--- src/rtl/instruction_fetch_queue.sv ---
// Instruction fetch queue: issues sequential reads (one outstanding), buffers
// returned words with their PCs and hands them to decode over valid/ready.
`timescale 1ns/1ps
module instruction_fetch_queue #(
  parameter int DATA_WIDTH   = 32,
  parameter int ADDRESS_BITS = 32,
  parameter int RESET_PC     = 0,
  parameter int QUEUE_DEPTH  = 4
) (
  input  logic                    clock,
  input  logic                    reset,
  input  logic                    redirect,
  input  logic [ADDRESS_BITS-1:0] redirect_pc,
  output logic                    mem_read,
  output logic [ADDRESS_BITS-1:0] mem_address,
  input  logic                    mem_ready,
  input  logic                    mem_valid,
  input  logic [DATA_WIDTH-1:0]   mem_data,
  output logic                    inst_valid,
  output logic [DATA_WIDTH-1:0]   inst,
  output logic [ADDRESS_BITS-1:0] inst_pc,
  input  logic                    inst_ready
);

  localparam int NUM_BYTES = DATA_WIDTH / 8;
  localparam int PTR_W     = $clog2(QUEUE_DEPTH);
  localparam int CNT_W     = PTR_W + 1;

  logic [ADDRESS_BITS-1:0] fetch_pc_reg;
  logic                    pending_reg;
  logic [ADDRESS_BITS-1:0] pending_pc_reg;
  logic                    squash_reg;
  logic [PTR_W-1:0]        rd_ptr_reg;
  logic [PTR_W-1:0]        wr_ptr_reg;
  logic [CNT_W-1:0]        count_reg;

  logic [DATA_WIDTH-1:0]   data_mem [QUEUE_DEPTH];
  logic [ADDRESS_BITS-1:0] pc_mem   [QUEUE_DEPTH];

  logic                    pop;
  logic                    push;
  logic                    issue;
  logic [CNT_W:0]          occupancy_next;

  always_comb begin
    pop            = inst_valid & inst_ready & ~redirect;
    push           = pending_reg & mem_valid & ~squash_reg & ~redirect;
    occupancy_next = {1'b0, count_reg} + {{CNT_W{1'b0}}, push} - {{CNT_W{1'b0}}, pop};
    // A new read may go out only once the previous one has returned (or returns now).
    issue          = reset & mem_ready & ~redirect & (~pending_reg | mem_valid) &
                     (occupancy_next < (CNT_W+1)'(QUEUE_DEPTH));
  end

  assign mem_read    = issue;
  assign mem_address = fetch_pc_reg;
  assign inst_valid  = reset & (count_reg != '0);
  assign inst        = reset ? data_mem[rd_ptr_reg] : '0;
  assign inst_pc     = reset ? pc_mem[rd_ptr_reg]   : '0;

  always_ff @(posedge clock or negedge reset) begin
    if (!reset) begin
      fetch_pc_reg   <= ADDRESS_BITS'(RESET_PC);
      pending_reg    <= 1'b0;
      pending_pc_reg <= '0;
      squash_reg     <= 1'b0;
      rd_ptr_reg     <= '0;
      wr_ptr_reg     <= '0;
      count_reg      <= '0;
    end else if (redirect) begin
      fetch_pc_reg <= redirect_pc;
      rd_ptr_reg   <= '0;
      wr_ptr_reg   <= '0;
      count_reg    <= '0;
      if (pending_reg) begin
        // An in-flight read still owes a response; mark it so it is dropped later.
        if (mem_valid) begin
          pending_reg <= 1'b0;
          squash_reg  <= 1'b0;
        end else begin
          squash_reg <= 1'b1;
        end
      end
    end else begin
      if (issue) begin
        pending_reg    <= 1'b1;
        pending_pc_reg <= fetch_pc_reg;
        fetch_pc_reg   <= fetch_pc_reg + ADDRESS_BITS'(NUM_BYTES);
        if (mem_valid) squash_reg <= 1'b0;
      end else if (pending_reg && mem_valid) begin
        pending_reg <= 1'b0;
        squash_reg  <= 1'b0;
      end
      if (push) wr_ptr_reg <= wr_ptr_reg + PTR_W'(1);
      if (pop)  rd_ptr_reg <= rd_ptr_reg + PTR_W'(1);
      if (push && !pop)      count_reg <= count_reg + CNT_W'(1);
      else if (pop && !push) count_reg <= count_reg - CNT_W'(1);
    end
  end

  // Queue storage carries no reset; entries are only observed once counted valid.
  always_ff @(posedge clock) begin
    if (push) begin
      data_mem[wr_ptr_reg] <= mem_data;
      pc_mem[wr_ptr_reg]   <= pending_pc_reg;
    end
  end

endmodule

--- config.mk ---
export PLATFORM = sky130hd
export DESIGN_NAME = instruction_fetch_queue
export DESIGN_NICKNAME = d
export VERILOG_FILES = /design/src/rtl/instruction_fetch_queue.sv
export SDC_FILE = /design/constraint.sdc
export NUM_CORES = 1
export LEC_CHECK = 0
export ABC_CLOCK_PERIOD_IN_PS = 8400
export CORE_ASPECT_RATIO = 1.2
export CORE_MARGIN = 2
export CORE_UTILIZATION = 27
export DETAILED_ROUTE_END_ITERATION = 10
export PLACE_DENSITY = 0.5
export SLEW_MARGIN = 20
export SYNTH_ARGS = -nofsm -noshare
export SYNTH_HDL_FRONTEND = slang
export SYNTH_SLANG_ARGS = --single-unit
--- constraint.sdc ---
create_clock -name clock -period 8.4 [get_ports clock]
set_clock_uncertainty 0.2 [all_clocks]
set_input_delay 0.84 -clock clock [delete_from_list [all_inputs] [get_ports clock]]
set_output_delay 0.84 -clock clock [all_outputs]
set_load 0.005 [all_outputs]
* Word-level counts from Yosys, hierarchy flattened
Memory sizes are Yosys's and may differ from the RTL's. Index checks and enable logic that the tools add are counted.
Storage, ports and cells: memory bits (writable) 256, memories 2, output and inout port bits 98, bits in read-only memories 0, flip-flop bits (word level) 73, word-level logic and storage cells 68, latch bits 0, input port bits 70
Memory list:
- data_mem | depth 4, bits a word 32, rd ports 1, clocked after Yosys merged registers in 0, wr ports 1, RTL line 37 | logic [DATA_WIDTH-1:0] data_mem [QUEUE_DEPTH];
- pc_mem | depth 4, bits a word 32, rd ports 1, clocked after Yosys merged registers in 0, wr ports 1, RTL line 38 | logic [ADDRESS_BITS-1:0] pc_mem [QUEUE_DEPTH];
Cells by class: div/mod/pow operators 0, muxes and demuxes 22, bitwise gates (word level) 14, order comparisons 1, eq/ne operators 2, reductions and logical operators 13, shift operators 0, $add $sub $neg 7, multipliers 0
Operators by type and width (number):
- $mux W32 | 4
- $add A32 B3 Y32 const B | 1
- $mux W1 | 11
- $and A1 B1 Y1 | 10
- $mux W3 | 3
- $reduce_bool A3 Y1 | 3
- $mux W2 | 4
- $reduce_bool A2 Y1 | 3
- $add A2 B1 Y2 const B | 2
- $add A3 B1 Y4 | 1
- $lt A4 B3 Y1 const B | 1
- $sub A4 B1 Y4 | 1
- $add A3 B1 Y3 const B | 1
- $logic_and A1 B1 Y1 | 3
- $ne A3 B2 Y1 const B | 1
- $not A1 Y1 | 3
- $reduce_and A3 Y1 | 1
- $sub A3 B1 Y3 const B | 1
- $logic_not A1 Y1 | 2
- $ne A2 B1 Y1 const B | 1
- $reduce_and A2 Y1 | 1
- $or A1 B1 Y1 | 1

* Logic depth before layout (Yosys ltp)
word-level depth 9, depth in mapped cells 16, gate-level depth less buffers 13

* Worst setup path before layout
OpenSTA, ideal clock, no wires.
path kind input to output, start input port redirect, end output port mem_read, setup slack 3.870 ns, path buffers 4, stages 14, data arrival time 3.490 ns, data required time 7.360 ns, cell sequence clkbuf_1 -> clkinv_1 -> clkbuf_1 -> nand3_1 -> inv_1 -> ha_1 -> inv_1 -> ha_1 -> and3b_1 -> o21a_1 -> o21ai_0 -> clkbuf_1 -> clkinv_1 -> clkbuf_1
Between the ends: longest elaborated chain between the ends 6, elaborated cells between the ends (all ways) 9, those cells by class add/sub (2); order compare (1); bitwise (6)
Ends and longest elaborated chain:
- start: declaration | RTL line 12 | input logic redirect,
- $not A1 Y1 (no source line) *
- $and A1 B1 Y1 | RTL line 47 | push = pending_reg & mem_valid & ~squash_reg & ~redirect;
- $add A3 B1 Y4 | RTL line 48 | occupancy_next = {1'b0, count_reg} + {{CNT_W{1'b0}}, push} - {{CNT_W{1'b0}}, pop};
- $sub A4 B1 Y4 | RTL line 48
- $lt A4 B3 Y1 | RTL line 51 | (occupancy_next < (CNT_W+1)'(QUEUE_DEPTH));
- $and A1 B1 Y1 * | RTL line 50 | issue = reset & mem_ready & ~redirect & (~pending_reg | mem_valid) &
- end: declaration | RTL line 14 | output logic mem_read,
Every way passes the cells marked *; elsewhere a longest branch is shown, timed or not.

* Final worst setup path
start input port reset, end output port mem_read
Between the ends: longest elaborated chain between the ends 6, elaborated cells between the ends (all ways) 9, those cells by class add/sub (1); order compare (1); bitwise (7)
Ends and longest elaborated chain:
- start: declaration | RTL line 11 | input logic reset,
- $and A1 B1 Y1 | RTL line 56 | assign inst_valid = reset & (count_reg != '0);
- $and A1 B1 Y1 (2 in a row) | RTL line 46 | pop = inst_valid & inst_ready & ~redirect;
- $sub A4 B1 Y4 | RTL line 48
- $lt A4 B3 Y1 | RTL line 51
- $and A1 B1 Y1 * | RTL line 50
Marked as above.

==> flow_metrics.tcl <==
set metrics [dict create \
    synth_top_family_by_area "multiplexers" \
    hold_path_end "pending_pc_reg[0]$_DFFE_PN0P_" \
    vdd_drop_max_mv 0.102 \
    clock-sinks 329 \
    synth_nets 892 \
    synth_seq_cells 329 \
    final_cell_mix "edfxtp_1 (256), clkdlybuf4s50_1 (165), nand2_1 (124)" \
    seqCellArea_sq_um 9520 \
    critical_path_class "in -> out" \
    vias 7517 \
    pre_cts_ws_ns 2.99 \
    antenna_cells 0 \
    required_ns 7.36 \
    reg_top3 "data_mem: 128 flops, pc_mem: 128 flops" \
    antenna_found_initial 0 \
    power.total_mw 3.80 \
    area_delta_synth_final_pct 27.3 \
    final_common_cell "edfxtp_1" \
    fin_util 0.346 \
    clock_path_buffers 3 \
    r2r_setup_slack_ns 4.32 \
    wl_um 32800 \
    port-buffer-count 167 \
    synth_edf_count 256 \
    cts_tree "yes" \
    post-cts-setup-buffers 0 \
    fin_crit_sh 0.663 \
    tightest_slew_ns 1.05 \
    cts-resized-gates 0 \
    critical_path.max_fanout 34 \
    yosysWarnings 0 \
    drt_pre_antenna_iters 4 \
    finalSetupViolations 0 \
    gp_congestion 0.770 \
    max_freq_mhz 179 \
    nets 1072 \
    p_per_area_nw_per_um2 225 \
    grt_pass1_wl_um 50200 \
    synth_fa_ha_area_frac 0.00999 \
    grt_max_degree 58 \
    die_w_um 206 \
    grt.overflow.total 0 \
    wl_per_cell_um 19.8 \
    core_sq_um 48900 \
    fillers 4691 \
    drt_iter0_drc 370 \
    setup_ws_ns 2.83 \
    synth_cells 812 \
    synthSimpleGateAreaFrac 0.0994 \
    min_path_cells 2 \
    ys_seq_area_frac 0.717 \
    synth.distinct_cells 46 \
    drive_gt1_frac 0.147 \
    synthesis.area_sq_um 13300 \
    rr_worst_depth 13 \
    cts_root_buffer "clkbuf_16" \
    reg2reg_to "mem_address[13]$_DFFE_PN0P_" \
    r2r_start "squash_reg$_DFFE_PN0P_" \
    chipHeight_um 247 \
    fin_crit_ns 5.57 \
    grtUsageMet3 0.0229 \
    ant_nets 0 \
    insertion_delay_ns 0.52 \
    hold_path.class "reg -> reg" \
    drc 0 \
    hp-start "mem_address[0]$_DFFE_PN0P_" \
    rsz0062_at_grt "false" \
    io_pins 168 \
    multi_input_area_sq_um 3580 \
    max_slew_margin 0.292 \
    slew_viol_final 0 \
    synth_mux_area_frac 0.113 \
    met1_usage 0.173 \
    outcome "complete, no violations" \
    setup_tns_ns 0 \
    synth.avg_cell_area_sq_um 16.3 \
    grt_usage 0.132 \
    arrival_ns 4.53 \
    dpl.hpwl_um 20300 \
    synthArstFlopShare 0.222 \
    synth_compound_area_frac 0.0338 \
    cts_max_level 2 \
    path_clk_slew_ns 0.06 \
    cap_violations 0 \
    cts_buffers 36 \
    die_area_sq_um 51000 \
    synth-main-ff-cell "edfxtp_1" \
    synth_xor_area_frac 0.0112 \
    rows 89 \
    start_util 0.272 \
    cp-start-kind "input port" \
    grtUsageMet2 0.223 \
    p_leak_nw 5.72 \
    endpoint_kind "primary output" \
    grt_pass1_vias 8035 \
    hold_violations 0 \
    vias_per_cell 4.54 \
    grt.busiest_layer "met2" \
]
-- metrics by stage --
stage | cell area, sq um | cells | hold slack, ns
after CTS | 16900 | 1655 | 0.302
after detailed placement | 15700 | 1590 | 0.287
after global routing | 16900 | 1655 | 0.336
final | 16900 | 1655 | 0.298
after floorplan | 13300 | 812 | 0.276
after global placement | 15700 | 1590 | 0.295
-- worst max-delay path by stage --
stage               startpoint       end  slack [ns]  depth (start not counted)
finish                   reset  mem_read        2.83                         13
global route             reset  mem_read        2.54                         13
CTS                      reset  mem_read        2.76                         13
detailed placement   mem_valid  mem_read        2.99                         12
global placement     mem_valid  mem_read        3.04                         12
floorplan             redirect  mem_read        3.87                         14
-- cells in the mapped netlist (4+ instances only) --
| cell | number | area [sq um] |
|---|---|---|
| nor2_1 | 20 | 75.1 |
| nor4_1 | 5 | 31.3 |
| buf_2 | 5 | 25.0 |
| xnor2_1 | 7 | 61.3 |
| nand2_1 | 124 | 465 |
| o311ai_0 | 9 | 78.8 |
| and2_1 | 68 | 425 |
| clkbuf_1 | 30 | 113 |
| nand3_1 | 17 | 85.1 |
| o21ai_0 | 23 | 115 |
| o211ai_1 | 8 | 60.1 |
| o2111ai_1 | 6 | 52.6 |
| and3_1 | 4 | 25.0 |
| ha_1 | 9 | 113 |
| inv_1 | 12 | 45.0 |
| buf_1 | 4 | 15.0 |
| mux4_2 | 64 | 1440 |
| dfrtp_1 | 73 | 1830 |
| edfxtp_1 | 256 | 7690 |
| a31oi_1 | 8 | 50.1 |
| or3_1 | 9 | 56.3 |
| xor2_1 | 10 | 87.6 |
-- cell type report --
| cell class | instances | share of cell area |
|---|---|---|
| sequential | 329 | 0.563 |
| multi-input combinational | 430 | 0.212 |
| timing repair buffer | 181 | 0.105 |
| clock buffer | 48 | 0.0621 |
| tap | 637 | 0.0471 |
| clock inverter | 16 | 0.00740 |
| inverter | 14 | 0.00311 |
-- critical path, cell delays in order --
cell and delay (ns):
dlygate4sd3_1 0.54, buf_6 0.29, o31a_1 0.26, nand3_1 0.11, inv_1 0.07, ha_1 0.21
inv_1 0.06, ha_1 0.26, and3b_1 0.20, nor4_2 0.87, o21ai_4 0.14, clkinv_1 0.13
clkdlybuf4s50_1 0.50
-- cell families (layout without fill, tap and decap cells) --
logic type / Yosys count / after routing
DFF: 329 / 329
xor gates and xnor gates: 17 / 17
adders and majority gates: 10 / 10
muxes: 70 / 70
AOI/OAI and AO/OA: 65 / 65
buffers and inverters: 53 / 259
and+or+nand+nor: 268 / 268
-- metal layers --
layer	share of wire	up-vias
li1	-	3455
met1	0.44	3846
met2	0.49	174
met3	0.038	42
met4	0.023	0
met5	0	-
-- where the power goes --
part	internal [mW]	switching (mW)
combinational	0.151	0.130
sequential	1.88	0.0994
clock	0.914	0.631
total	2.94	0.860
-- repair_timing --
| item | in CTS | in global routing |
|---|---|---|
| hold buffers | 1 | 0 |
| endpoints found under the setup margin | 0 | 0 |
| endpoints found under the hold margin | 24 | 0 |
Power figures use the tool's default switching activity.
